[src/rtl/gf2_pkg.sv]
// Shared encodings for the GF(2) shift-register column: row select codes,
// command opcodes and the sequencer state type.
package gf2_pkg;

    localparam logic [1:0] SEL_NOP = 2'b00;
    localparam logic [1:0] SEL_SHL = 2'b01;
    localparam logic [1:0] SEL_SHR = 2'b10;
    localparam logic [1:0] SEL_SHD = 2'b11;

    localparam logic [1:0] OP_LOAD   = 2'b00;
    localparam logic [1:0] OP_ROTL   = 2'b01;
    localparam logic [1:0] OP_ROTR   = 2'b10;
    localparam logic [1:0] OP_UNLOAD = 2'b11;

    typedef enum logic [1:0] {
        ST_IDLE   = 2'd0,
        ST_LOAD   = 2'd1,
        ST_ROT    = 2'd2,
        ST_UNLOAD = 2'd3
    } state_e;

    function automatic int max2(input int a, input int b);
        return (a > b) ? a : b;
    endfunction

endpackage

[src/rtl/gf2_step_cnt.sv]
// Loadable down-counter that tracks remaining steps of the current command;
// reports zero and last-step flags.
module gf2_step_cnt #(
    parameter int W = 6
) (
    input  logic         clk,
    input  logic         reset,
    input  logic         load_i,
    input  logic [W-1:0] load_val_i,
    input  logic         dec_i,
    output logic         zero_o,
    output logic         last_o
);

    logic [W-1:0] cnt_q;
    logic [W-1:0] cnt_d;

    assign zero_o = (cnt_q == '0);
    assign last_o = (cnt_q == W'(1));

    // Decrement saturates at zero so a stray enable cannot wrap the count.
    always_comb begin
        cnt_d = cnt_q;
        if (load_i)
            cnt_d = load_val_i;
        else if (dec_i && !zero_o)
            cnt_d = cnt_q - W'(1);
    end

    always_ff @(posedge clk or posedge reset) begin
        if (reset)
            cnt_q <= '0;
        else
            cnt_q <= cnt_d;
    end

endmodule

[src/rtl/gf2_sr_seq.sv]
// Command sequencer for a column of M cascaded N-bit GF(2) shift-register rows:
// loads, rotates and unloads the column via a broadcast select.
module gf2_sr_seq
    import gf2_pkg::*;
#(
    parameter int N  = 32,
    parameter int M  = 32,
    parameter int AW = $clog2(N)
) (
    input  logic          clk,
    input  logic          reset,
    input  logic          cmd_valid,
    output logic          cmd_ready,
    input  logic [1:0]    cmd_op,
    input  logic [AW-1:0] cmd_amt,
    input  logic          in_valid,
    output logic          in_ready,
    input  logic [N-1:0]  in_data,
    output logic          out_valid,
    input  logic          out_ready,
    output logic [N-1:0]  out_data,
    output logic [1:0]    arr_sel,
    output logic [N-1:0]  arr_din,
    input  logic [N-1:0]  arr_dout,
    output logic          busy,
    output logic          done
);

    localparam int CW = max2(AW, $clog2(M + 1));

    state_e        state_q;
    logic          dir_q;
    logic          done_q;

    logic          accept;
    logic          is_rot;
    logic          amt_zero;
    logic          advance;
    logic          cnt_load;
    logic [CW-1:0] cnt_load_val;
    logic          cnt_zero;
    logic          cnt_last;

    assign accept       = cmd_valid && (state_q == ST_IDLE);
    assign is_rot       = (cmd_op == OP_ROTL) || (cmd_op == OP_ROTR);
    assign amt_zero     = (cmd_amt == '0);
    assign cnt_load     = accept && !(is_rot && amt_zero);
    assign cnt_load_val = is_rot ? CW'(cmd_amt) : CW'(M);

    assign cmd_ready = (state_q == ST_IDLE);
    assign busy      = (state_q != ST_IDLE);
    assign in_ready  = (state_q == ST_LOAD);
    assign out_valid = (state_q == ST_UNLOAD);
    assign out_data  = arr_dout;
    assign done      = done_q;

    // One array step per accepted word (LOAD/UNLOAD) or per cycle (ROT).
    always_comb begin
        advance = 1'b0;
        arr_sel = SEL_NOP;
        arr_din = '0;
        case (state_q)
            ST_LOAD: begin
                advance = in_valid;
                if (in_valid) begin
                    arr_sel = SEL_SHD;
                    arr_din = in_data;
                end
            end
            ST_ROT: begin
                advance = 1'b1;
                arr_sel = dir_q ? SEL_SHR : SEL_SHL;
            end
            ST_UNLOAD: begin
                advance = out_ready;
                if (out_ready)
                    arr_sel = SEL_SHD;
            end
            default: ;
        endcase
    end

    gf2_step_cnt #(.W(CW)) u_cnt (
        .clk        (clk),
        .reset      (reset),
        .load_i     (cnt_load),
        .load_val_i (cnt_load_val),
        .dec_i      (advance),
        .zero_o     (cnt_zero),
        .last_o     (cnt_last)
    );

    always_ff @(posedge clk or posedge reset) begin
        if (reset) begin
            state_q <= ST_IDLE;
            dir_q   <= 1'b0;
            done_q  <= 1'b0;
        end else begin
            done_q <= 1'b0;
            case (state_q)
                ST_IDLE: begin
                    if (accept) begin
                        case (cmd_op)
                            OP_LOAD:   state_q <= ST_LOAD;
                            OP_UNLOAD: state_q <= ST_UNLOAD;
                            default: begin
                                dir_q <= (cmd_op == OP_ROTR);
                                // A zero-length rotate completes without touching the array.
                                if (amt_zero)
                                    done_q <= 1'b1;
                                else
                                    state_q <= ST_ROT;
                            end
                        endcase
                    end
                end
                default: begin
                    if (advance && cnt_last) begin
                        state_q <= ST_IDLE;
                        done_q  <= 1'b1;
                    end else if (cnt_zero) begin
                        state_q <= ST_IDLE;
                    end
                end
            endcase
        end
    end

endmodule

[config.mk]
export PLATFORM = sky130hd
export DESIGN_NAME = gf2_sr_seq
export DESIGN_NICKNAME = d
export VERILOG_FILES = /design/src/rtl/gf2_pkg.sv /design/src/rtl/gf2_step_cnt.sv /design/src/rtl/gf2_sr_seq.sv
export SDC_FILE = /design/constraint.sdc
export NUM_CORES = 1
export LEC_CHECK = 0
export ABC_AREA = 1
export CORE_MARGIN = 5
export CORE_UTILIZATION = 27
export CTS_CLUSTER_SIZE = 10
export DETAILED_ROUTE_END_ITERATION = 10
export GPL_TIMING_DRIVEN = 0
export PLACE_DENSITY_LB_ADDON = 0.3
export SLEW_MARGIN = 20
export SYNTH_ARGS = -nofsm -noshare
export SYNTH_HDL_FRONTEND = slang
export SYNTH_SLANG_ARGS = --single-unit
[constraint.sdc]
create_clock -name clk -period 1.52 [get_ports clk]
set_input_delay 0.456 -clock clk [delete_from_list [all_inputs] [get_ports clk]]
set_output_delay 0.456 -clock clk [all_outputs]
set_load 0.005 [all_outputs]
Word level (Yosys, flattened, before mapping)
Index checks and enable logic that the tools add are counted.
{"block": "totals", "ram_bits": 0, "register_bits": 10, "word_cells": 54, "romBits": 0, "memories": 0, "out_inout_bits": 71, "latchBits": 0}
{"block": "classes", "bitwise": 1, "magnitude_cmp": 0, "muxes": 21, "shift": 0, "n_eq_ne": 9, "div_mod_pow": 0, "add_sub_neg": 1, "n_mul": 0, "reduce_logical": 18}
{"cell": "$mux W32", "count": 2}
{"cell": "$mux W6", "count": 3}
{"cell": "$mux W2", "count": 8}
{"cell": "$eq A2 B2 Y1 const B", "count": 4}
{"cell": "$eq A6 B1 Y1 const B", "count": 1}
{"cell": "$logic_not A6 Y1", "count": 1}
{"cell": "$pmux W2 S3", "count": 1}
{"cell": "$reduce_and A3 Y1", "count": 2}
{"cell": "$sub A6 B1 Y6 const B", "count": 1}
{"cell": "$logic_and A1 B1 Y1", "count": 5}
{"cell": "$logic_not A5 Y1", "count": 1}
{"cell": "$mux W1", "count": 5}
{"cell": "$eq A2 B1 Y1 const B", "count": 2}
{"cell": "$logic_not A2 Y1", "count": 2}
{"cell": "$ne A4 B2 Y1 const B", "count": 1}
{"cell": "$pmux W2 S2", "count": 1}
{"cell": "$reduce_bool A2 Y1", "count": 2}
{"cell": "$pmux W1 S3", "count": 1}
{"cell": "$reduce_bool A3 Y1", "count": 1}
{"cell": "$logic_not A1 Y1", "count": 2}
{"cell": "$ne A2 B1 Y1 const B", "count": 1}
{"cell": "$reduce_or A2 Y1", "count": 1}
{"cell": "$logic_or A1 B1 Y1", "count": 1}
{"cell": "$not A1 Y1", "count": 1}

Logic depth before layout (Yosys ltp)
Gate-level depths: netlist (run 1).
{"block": "logic_depth", "depth_word": 6, "mapped_depth": 9, "ltp_nobuf": 9}

By module
Synthesis (run 1) repeated with hierarchy kept, for this count alone.
{"block": "hier_totals", "hier_cells": 216, "hier_area_um2": 1321.3}
{"mod": "gf2_sr_seq", "seq_area_each_um2": 100.1, "cells_per_inst": 155, "instances": 1, "area_per_inst_um2": 845.8}
{"mod": "gf2_step_cnt", "seq_area_each_um2": 150.1, "cells_per_inst": 61, "instances": 1, "area_per_inst_um2": 475.5}

Least setup slack after synthesis (run 1)
No wires, ideal clock.
{"block": "synth_path", "path_kind": "register to output", "startpoint": "register state_q[1]", "endpoint": "output port arr_din[10]", "path_stages_with_launch": 4, "arrival_time_ns": 1.005, "setup_slack_ns": 0.059, "n_path_buf": 1, "cell_sequence": "dfrtp_1 nand3b_2 buf_2 nor2_1"}
{"block": "synth_between", "elab_chain_len": 2}
{"element": "start: declaration", "line_no": "gf2_sr_seq.sv:31", "rtl": "state_e state_q;"}
{"element": "start signal: assignment", "line_no": "gf2_sr_seq.sv:95", "rtl": "state_q <= ST_IDLE;"}
{"element": "start signal: assignment", "line_no": "gf2_sr_seq.sv:104", "rtl": "OP_LOAD: state_q <= ST_LOAD;"}
{"element": "start signal: assignment", "line_no": "gf2_sr_seq.sv:105", "rtl": "OP_UNLOAD: state_q <= ST_UNLOAD;"}
{"element": "$eq A2 B1 Y1", "line_no": "gf2_sr_seq.sv:62", "rtl": "case (state_q)"}
{"element": "$mux W32", "line_no": "gf2_sr_seq.sv:62"}
{"element": "end: declaration", "line_no": "gf2_sr_seq.sv:23", "rtl": "output logic [N-1:0] arr_din,"}
No other way between the ends.

Worst setup path after layout (run 1)
{"block": "layout_path", "startpoint": "register state_q[1]", "endpoint": "output port arr_din[11]"}
The elaborated chain is that of the path after synthesis.

==> qor.yml, run 1 <==
status: "complete, but fails checks"
violations: "setup timing"
drc_errors: 0
vias: 1709
fin_tns_setup_ns: -7.63
placed_cells: 378
seq_area_frac_synth: 0.197
synth_warnings: 0
fin_crit_sh: 1.17
synth_ff_type: "dfrtp_1"
grt-ovfl-total: 0
slew_viol_final: 0
path_class: "register to primary output"
io_buffers: 114
p_sw_mw: 1.21
antenna_found_initial: 0
grt_max_degree: 11
worst_setup_path_end_kind: "primary output"
crit_fanout: 8
drt_pre_antenna_iters: 4
power_frac_comb: 0.720
routed_via_density: 4.20
grt_setup_unrepaired: "true"
ios: 147
synth_seq_cells: 10
final_nets: 436
drtAntennaViolNets: 0
p_per_area_nw_per_um2: 1010
seqPwrFrac: 0.181
power_leakage_nw: 1.56
synth_edf_count: 0
start_kind: "register"
dieHeight_um: 78.6
max_freq_ghz: 0.563
hp-class: "input port to asynchronous set/reset pin"
clkPwrFrac: 0.100
setup_violations: 44
layout.cells.non_filler: 407
final.setup.worst_slack_ns: -0.255
start_util: 0.274
cts_sinks: 10
maxSlewHeadroom: 0.735
wl_um: 5480
grtUsageTotal: 0.168
wl_per_cell_um: 13.5
postSynthCellCount: 210
required_ns: 1.06
async_flop_share: 1.00
synth_cell_types: 23
drive_above_1_share: 0.408
numCtsBuffers: 3
internal_power_mw: 1.55
syn_avg_cell_area_um2: 6.05
globalplace.congestion: 0.828
grt_pass1_wl_um: 8290
syn_to_final_growth_pct: 115
finalCriticalPeriod_ns: 1.77
max-vdd-ir-drop_mv: 0.718
swShare: 0.438
core.rowCount: 25
grt_pass1_vias: 1602
worstMarginPinSlew_ns: 0.397
syn_nets: 291
cap_violations: 0
dp_slack_ns: -0.913
clockBufferDepth: 2
post-dp-hpwl_um: 4160
core-area_um2: 4630
path_clk_slew_ns: 0.05
cts_tree: "built"
root_buffer: "clkbuf_8"
synth_area_um2: 1270
die_area_um2: 6170
hold_viol_final: 0
drt_iter0_markers: 27
insertion_delay_ns: 0.23
arrival_ns: 1.32
clock_skew_ns: 0.000533
antenna-diode-count: 0
die_w_um: 78.6
cts.htree.levels: 1
==> layout make-up <==
cell class	count	area, um2
repair buffers	138	1150
fillers	440	1900
inverters	48	185
well taps	54	67.6
flip-flops and latches	10	253
plain buffers	35	278
multi-input cells	119	753
clock buffers	3	41.3
==> Yosys cell counts (2+ instances only) <==
library cell / instances / share of area
buf_2: 3 / 0.012
buf_4: 32 / 0.19
dfrtp_1: 10 / 0.20
ha_1: 5 / 0.049
inv_1: 45 / 0.13
inv_2: 3 / 0.0089
nand2_1: 41 / 0.12
nand2_4: 2 / 0.018
nand3_1: 12 / 0.047
nand4_1: 4 / 0.020
nor2_1: 39 / 0.12
o211ai_1: 2 / 0.012
xnor2_1: 2 / 0.014
==> cell usage in the layout, fill, tap and decap left out, types with 6 or more instances in the layout <==
cell | netlist | final
buf_2 | 3 | 36
buf_4 | 32 | 50
buf_6 | 0 | 9
clkdlybuf4s50_1 | 0 | 64
dfrtp_1 | 10 | 8
dlygate4sd2_1 | 0 | 12
inv_1 | 45 | 43
nand2_1 | 41 | 36
nand2_2 | 1 | 6
nand3_1 | 12 | 9
nor2_1 | 39 | 21
nor2_2 | 1 | 12
nor2_4 | 1 | 8
==> layer usage <==
layer / GRT usage / up-vias / part of all wire
li1: - / 879 / -
met1: 0.184 / 746 / 0.37
met2: 0.325 / 79 / 0.54
met3: 0.0367 / 5 / 0.088
met4: 0.0367 / 0 / 0.0071
met5: 0 / - / 0
==> critical path, stage by stage (launching register included) <==
cell      delay (ns)
dfrtp_2         0.41
nand3b_4        0.20
buf_6           0.16
buf_6           0.12
nor2_4          0.08
buf_2           0.11
==> repair_timing <==
| action | CTS | global route |
|---|---|---|
| gates cloned | 3 | 0 |
| pin swaps | 11 | 6 |
| endpoints found under the setup margin | 50 | 46 |
| setup buffers | 21 | 2 |
| gates resized for setup | 192 | 30 |
| hold buffers | 0 | 0 |
| hold endpoints to repair | 0 | 0 |
==> stage by stage <==
| stage | cell area, um2 | hold WS (ns) | util | power [mW] |
|---|---|---|---|---|
| 2_1_floorplan | 1270 | 0.296 | - | 1.42 |
| 3_3_place_gp | 2480 | 0.503 | 0.535 | 2.09 |
| 3_5_place_dp | 2480 | 0.506 | 0.535 | 2.12 |
| 4_1_cts | 2620 | 0.516 | 0.567 | 2.63 |
| 5_1_grt | 2730 | 0.537 | 0.589 | 3.01 |
| 6_report | 2730 | 0.509 | 0.589 | 2.77 |
==> kinds of logic (layout without fill, tap and decap cells) <==
kind of cell             Yosys count  count (layout)  share of synthesized area
AO/OA/AOI/OAI                      4               4                     0.0217
XOR/XNOR                           2               2                     0.0138
adder cells (fa/ha/maj)            5               5                     0.0493
buffers and inverters             83             224                      0.343
flip-flops                        10              10                      0.197
AND/OR/NAND/NOR                  106             108                      0.375
==> sequential cells by signal, indices dropped and copies added, names as in the netlist <==
signal / count
done: 1
dir_q: 1
u_cnt.cnt_q: 6
state_q: 2
==> final timing paths <==
path	startpoint	to	slack (ns)	depth (start not counted)
max reg2reg	state_q[1]$_DFFE_PP0P_	u_cnt.cnt_q[1]$_DFFE_PP0P_	-0.10	10
max	state_q[1]$_DFFE_PP0P_	arr_din[11]	-0.25	5
max in group asynchronous	reset	state_q[1]$_DFFE_PP0P_	0.71	2
min reg2reg	u_cnt.cnt_q[0]$_DFFE_PP0P_	u_cnt.cnt_q[0]$_DFFE_PP0P_	0.52	2
min in group clk	u_cnt.cnt_q[0]$_DFFE_PP0P_	u_cnt.cnt_q[0]$_DFFE_PP0P_	0.52	2
min	reset	u_cnt.cnt_q[2]$_DFFE_PP0P_	0.51	2
==> power by group through the flow <==
stage	registers [mW]	logic, mW	clock network [mW]
4_1_cts	0.496	1.86	0.277
6_report	0.500	1.99	0.276
3_3_place_gp	0.502	1.59	0
5_1_grt	0.517	2.20	0.292
3_5_place_dp	0.502	1.62	0
2_1_floorplan	0.478	0.940	0
Power figures use the tool's default switching activity.
==> run 2: changes to the inputs <==
--- a/config.mk
+++ b/config.mk
@@ -11,7 +11,7 @@
 export CTS_CLUSTER_SIZE = 10
 export DETAILED_ROUTE_END_ITERATION = 10
 export GPL_TIMING_DRIVEN = 0
-export PLACE_DENSITY_LB_ADDON = 0.3
+export PLACE_DENSITY = 0.82
 export SLEW_MARGIN = 20
 export SYNTH_ARGS = -nofsm -noshare
 export SYNTH_HDL_FRONTEND = slang
==> run 2 against run 1 <==
The run still ends with setup timing left. Non-clock buffer count rose by 4. Sequential cell count stayed put. Clock power increased by 23%. Cell count is 0.74% higher. Clock-buffer cell count is 1 higher. First-iteration DRC count is 96% higher. Routed wire length increased by 2.6%. Hold slack improved by 0.0092 ns. Highest routed layer unchanged.
==> qor.yml, run 2 (same netlist as run 1, synthesis figures left out) <==
fillers: 408  # -7.3%
grt_pass1_wl_um: 8070  # -2.7%
clkPwrFrac: 0.112  # +0.012
insertion_delay_ns: 0.24  # about the same
finalCriticalPeriod_ns: 1.91  # +0.137 ns
power_leakage_nw: 1.59  # +1.6%
cts.htree.levels: 1  # unchanged
grt_setup_unrepaired: "true"
power_frac_comb: 0.723  # +0.003
clock_skew_ns: 0.00356  # +0.00303 ns
hp-class: "input port to asynchronous set/reset pin"
required_ns: 1.06  # about the same
max-vdd-ir-drop_mv: 0.797  # +11%
clockBufferDepth: 2  # unchanged
r2r_slack_ns: -0.09  # about the same
cts_tree: "built"
globalplace.congestion: 0.834  # +0.77%
drive_above_1_share: 0.430  # +0.0218
routed_via_density: 4.39  # +4.6%
final_cell_mix: "71 x clkdlybuf4s50_1, 49 x buf_4, 42 x inv_1"
fin_crit_sh: 1.26  # +0.0904
arrival_ns: 1.46  # +0.14 ns
start_util: 0.274  # unchanged
status: "complete, but fails checks"
cts_sinks: 10  # unchanged
root_buffer: "clkbuf_8"
drt_pre_antenna_iters: 4  # unchanged
grt_max_degree: 11  # unchanged
p_sw_mw: 1.33  # +10%
antenna_found_initial: 0  # unchanged
grt_pass1_vias: 1649  # +2.9%
core-area_um2: 4630  # unchanged
die_w_um: 78.6  # unchanged
place_area_um2: 2480  # unchanged
wl_per_cell_um: 13.7  # +1.8%
seqPwrFrac: 0.165  # -0.016
violations: "setup timing"
crit_fanout: 7  # -1
grt-ovfl-total: 0  # unchanged
start_kind: "register"
stdcell_area_um2: 2860  # +4.9%
fin_tns_setup_ns: -10.40  # -2.77 ns
maxSlewHeadroom: 0.734  # -0.000901
vias: 1801  # +5.4%
grtUsageTotal: 0.163  # -0.00535
drtAntennaViolNets: 0  # unchanged
worst_setup_path_end_kind: "primary output"
internal_power_mw: 1.69  # +8.8%
path_clk_slew_ns: 0.05  # about the same
final_nets: 438  # +0.46%
p_per_area_nw_per_um2: 1060  # +4.3%
crit-reg2reg-launch: "state_q[1]$_DFFE_PP0P_"
reg.largest.list: "u_cnt.cnt_q (6), state_q (2)"
core.rowCount: 25  # unchanged
antenna-diode-count: 0  # unchanged
slew_viol_final: 0  # unchanged
endpoint: "arr_din[17]"
syn_to_final_growth_pct: 125
largest_reg_flops: 6  # unchanged
drc_errors: 0  # unchanged
wl_um: 5620  # +2.6%
max_freq_ghz: 0.523  # -7.2%
power.total_mw: 3.03  # +9.4%
cap_violations: 0  # unchanged
worstMarginPinSlew_ns: 0.398  # +0.00135 ns
dieHeight_um: 78.6  # unchanged
ios: 147  # unchanged
post-dp-hpwl_um: 4140  # -0.49%
top_register: "u_cnt.cnt_q"
numCtsBuffers: 3  # unchanged
setup_violations: 45  # +2.3%
hold_viol_final: 0  # unchanged
r2r_cells: 8  # -2
die_area_um2: 6170  # unchanged
io_buffers: 114  # unchanged
swShare: 0.441  # +0.00318
path_class: "register to primary output"
layout_commonest_cell: "clkdlybuf4s50_1"
startpoint: "state_q[1]$_DFFE_PP0P_"
final.setup.worst_slack_ns: -0.392  # -0.137 ns
drt_iter0_markers: 53  # +96%
reg2reg_to: "state_q[0]$_DFFE_PP0P_"
[run 2: cell count changes in the layout (fill, tap and decap cells not counted), moves of 2 or more]
cell	previous run	this run
buf_6	9	13
nor2_4	8	12
nor2_2	12	10
dlygate4sd2_1	12	5
inv_4	0	2
nand2_1	36	34
clkbuf_2	0	2
buf_2	36	32
nor2_1	21	19
nand2_4	2	4
clkdlybuf4s50_1	64	71
[run 2: worst min-delay path by stage]
| stage | cells after the start | end |
|---|---|---|
| 6_report | 2 | done$_DFF_PP0_ |
| 5_1_grt | 2 | u_cnt.cnt_q[0]$_DFFE_PP0P_ |
| 4_1_cts | 2 | done$_DFF_PP0_ |
| 3_5_place_dp | 2 | u_cnt.cnt_q[0]$_DFFE_PP0P_ |
| 3_3_place_gp | 2 | u_cnt.cnt_q[1]$_DFFE_PP0P_ |
| 2_1_floorplan | 1 | dir_q$_DFFE_PP0P_ |
[run 2: area by class of cell]
| type | count | area (um2) | share of cell area |
|---|---|---|---|
| inverter | 48 | 190 | 0.0664 |
| clock buffer | 4 | 55.1 | 0.0192 |
| multi-input combinational | 117 | 785 | 0.274 |
| tap | 54 | 67.6 | 0.0236 |
| buffer | 34 | 267 | 0.0931 |
| sequential | 10 | 253 | 0.0883 |
| timing repair buffer | 143 | 1250 | 0.435 |
[run 2: timing repair]
item,in CTS,in global routing
endpoints found under the setup margin,49,47
pin swaps,8,10
resized for setup,169,67
hold buffers,0,0
cloned,2,0
buffers inserted,16,12
[run 2: power groups by stage]
| stage | sequential, mW | combinational (mW) | clock, mW |
|---|---|---|---|
| 2_1_floorplan | 0.478 | 0.940 | 0 |
| 3_3_place_gp | 0.505 | 1.57 | 0 |
| 3_5_place_dp | 0.513 | 1.61 | 0 |
| 4_1_cts | 0.502 | 1.75 | 0.340 |
| 5_1_grt | 0.515 | 2.40 | 0.350 |
| 6_report | 0.499 | 2.19 | 0.340 |
[run 2: worst max-delay path, stage by stage (launching register included)]
cell,delay [ns]
dfrtp_2,0.40
nand3b_4,0.22
buf_12,0.16
buf_8,0.12
buf_6,0.12
nor2_4,0.07
buf_2,0.12
[run 2: layer usage]
layer | part of all wire | global-route usage | vias up
met1 | 0.36 | 0.164 | 820
met3 | 0.083 | 0.0298 | 9
met5 | 0 | 0 | -
met4 | 0.018 | 0.0577 | 0
met2 | 0.54 | 0.325 | 93
li1 | - | - | 879
[run 2: through the flow]
| step | util | std cells | worst slack (ns) | hold WS [ns] |
|---|---|---|---|---|
| global route | 0.618 | 410 | -0.429 | 0.556 |
| global placement | 0.535 | 378 | -0.924 | 0.501 |
| floorplan | - | 210 | 0.0590 | 0.296 |
| CTS | 0.565 | 400 | -0.399 | 0.522 |
| finish | 0.618 | 410 | -0.392 | 0.518 |
| detailed placement | 0.535 | 378 | -0.961 | 0.516 |
==> edit (config.mk and constraints of run 1) <==
Encoding of `state_e`: now Gray code (2 bits for 4 states).
--- a/src/rtl/gf2_pkg.sv
+++ b/src/rtl/gf2_pkg.sv
@@ -15,6 +15,6 @@
     typedef enum logic [1:0] {
-        ST_IDLE   = 2'd0,
-        ST_LOAD   = 2'd1,
-        ST_ROT    = 2'd2,
-        ST_UNLOAD = 2'd3
+        ST_IDLE   = 2'b00,
+        ST_LOAD   = 2'b01,
+        ST_ROT    = 2'b11,
+        ST_UNLOAD = 2'b10
     } state_e;
Check against the original RTL: no difference found for any inputs over 10 cycles, from zero or initial values and one cycle with reset high; not proved beyond that.
==> edit against run 1 <==
  * The run still ends with negative setup slack left
  * Sequential cell count stayed put
  * Sequential power decreased by 1%
  * Via count decreased by 2.3%
  * Hold slack got worse by 0.012 ns
  * Setup slack lost 0.019 ns
  * Total power is 7.5% higher
  * Critical path depth stayed put
  * Cell area is essentially flat
  * Clock power shrank 4%
  * Area after synthesis is 4.6% higher
  * Sequential share of layout area about the same
  * Wire length down 1.9%
  * Critical path type unchanged
  * Largest cell class unchanged
  * Highest routed layer unchanged
==> edit: results (changes against run 1) <==
| Metric | Value |
|---|---|
| Status | finished, violations left |
| Final setup vio count | 44 (unchanged) |
| Crit path max fanout | 5 (-3) |
| Ys async rst share | 100% (unchanged) |
| Largest net degree at the start of global routing | 11 (unchanged) |
| Gp weighted congestion | 0.795 (-3.9%) |
| Total Wirelength | 5380 um (-1.9%) |
| Failing checks | negative setup slack |
| Antenna Cells | 0 (unchanged) |
| Setup Skew | 0.00457 ns (+0.00404 ns) |
| Crit path max-delay cell type | dfrtp_2 |
| Vias in the first global route | 1528 (-4.6%) |
| YS warnings | 0 (unchanged) |
| Total GRT Usage | 15.2% (-1.6 points) |
| Setup slack after layout | -0.274 ns (-0.0187 ns) |
| Critical path's top delay family | buffers and inverters |
| Critical path startpoint | state_q[1] |
| Crit path arrival time | 1.34 ns (+0.02 ns) |
| Num CTS Buffers | 3 (unchanged) |
| H-tree levels | 1 (unchanged) |
| Commonest cells in the netlist | inv_1 (49), nor2_1 (44), nand2_1 (41), buf_4 (32), dfrtp_1 (10) |
| Starting DRT DRC Count | 25 (-7.4%) |
| Final HPWL from detailed placement | 4270 um (+2.6%) |
| Sequential share of the synthesized area | 18.8% (-0.87 points) |
| Synth Net Count | 302 (+3.8%) |
| Share of layout cells above drive strength 1 | 37.6% (-3.2 points) |
| Max VDD drop | 0.656 mV (-8.6%) |
| Largest cells by area after synthesis | dfrtp_1 (19%), buf_4 (18%), inv_1 (14%) |
| Synth cell types | 26 (+13%) |
| Largest regs | u_cnt.cnt_q: 6 flops, state_q: 2 flops |
| Fill count | 472 (+7.3%) |
| Via density | 3.97 (-5.5%) |
| CTS clk-pin slew, worst paths | 0.05 ns (about the same) |
| Final net count | 438 (+0.46%) |
| Leakage power | 1.51 nW (-3.3%) |
| Number of flops mapped to enable cells by yosys | 0 (unchanged) |
| Slew Limit Headroom | 74.4% (+0.84 points) |
| First-pass GRT wire length | 7590 um (-8.5%) |
| Port bufs | 114 (unchanged) |
[edit: cell count changes in the layout (fill, tap and decap cells not counted), sizes merged, moves of 2 or more]
cell	before	now
buf	96	87
nand4	4	1
dlygate4sd2	12	5
nand3	13	10
o21ai	1	8
clkdlybuf4s15	1	3
nor2	41	45
nand2	45	47
o211ai	2	0
clkdlybuf4s50	64	70
inv	48	51
[edit: timing repair]
| action | CTS | global route |
|---|---|---|
| setup buffers | 11 | 2 |
| pin swaps | 11 | 9 |
| cloned | 4 | 0 |
| endpoints found under the setup margin | 48 | 45 |
| gates resized for setup | 185 | 33 |
[edit: power breakdown]
group / internal (mW) / switching, mW / leakage, nW
Sequential: 0.390 / 0.105 / 0.124
Clock: 0.172 / 0.0924 / 0.0216
Combinational: 1.09 / 1.12 / 1.37
Total: 1.65 / 1.32 / 1.51
[edit: cell type report]
cell class | count | area (um2) | area share [%]
well taps | 67 | 83.8 | 3.07
plain buffers | 36 | 289 | 10.6
repair buffers | 129 | 1110 | 40.6
flip-flops and latches | 10 | 251 | 9.22
multi-input cells | 124 | 749 | 27.5
inverters | 52 | 205 | 7.52
clock buffers | 3 | 41.3 | 1.51
[edit: metrics by stage]
stage | setup slack (ns) | total power, mW | TNS [ns] | instances | instance area (um2)
floorplan | 0.0249 | 1.54 | 0 | 220 | 1330
CTS | -0.250 | 2.80 | -6.33 | 419 | 2620
finish | -0.274 | 2.97 | -7.15 | 421 | 2730
global placement | -0.879 | 2.32 | -34.04 | 401 | 2550
detailed placement | -0.894 | 2.36 | -34.69 | 401 | 2550
global route | -0.294 | 3.24 | -9.76 | 421 | 2730
[edit: layer usage]
metal  global-route usage [%]  vias to the layer above  wire [um]
met2                     31.0                       75       2950
met4                     4.56                        0         65
met3                     2.58                        7        497
met5                        0                        -          0
met1                     15.3                      713       1860
li1                         -                      875          -
[edit: worst paths after layout]
| check | end | slack (ns) | cells after the start |
|---|---|---|---|
| min in group clk | dir_q | 0.56 | 2 |
| worst min register to register | dir_q | 0.56 | 2 |
| max in group asynchronous | state_q[1] | 0.73 | 2 |
| worst min-delay path | dir_q | 0.50 | 2 |
| worst max-delay path | busy | -0.27 | 5 |
| worst max register to register | u_cnt.cnt_q[4] | -0.10 | 12 |
[edit: cells by family (layout without fill, tap and decap cells)]
| family | after synthesis | in the layout | synth area share (%) |
|---|---|---|---|
| and+or+nand+nor | 105 | 107 | 35.4 |
| buffers and inverters | 88 | 220 | 35.2 |
| AOI/OAI and AO/OA | 10 | 10 | 4.24 |
| DFF | 10 | 10 | 18.8 |
| adders and majority gates | 6 | 6 | 5.65 |
| xor gates and xnor gates | 1 | 1 | 0.659 |
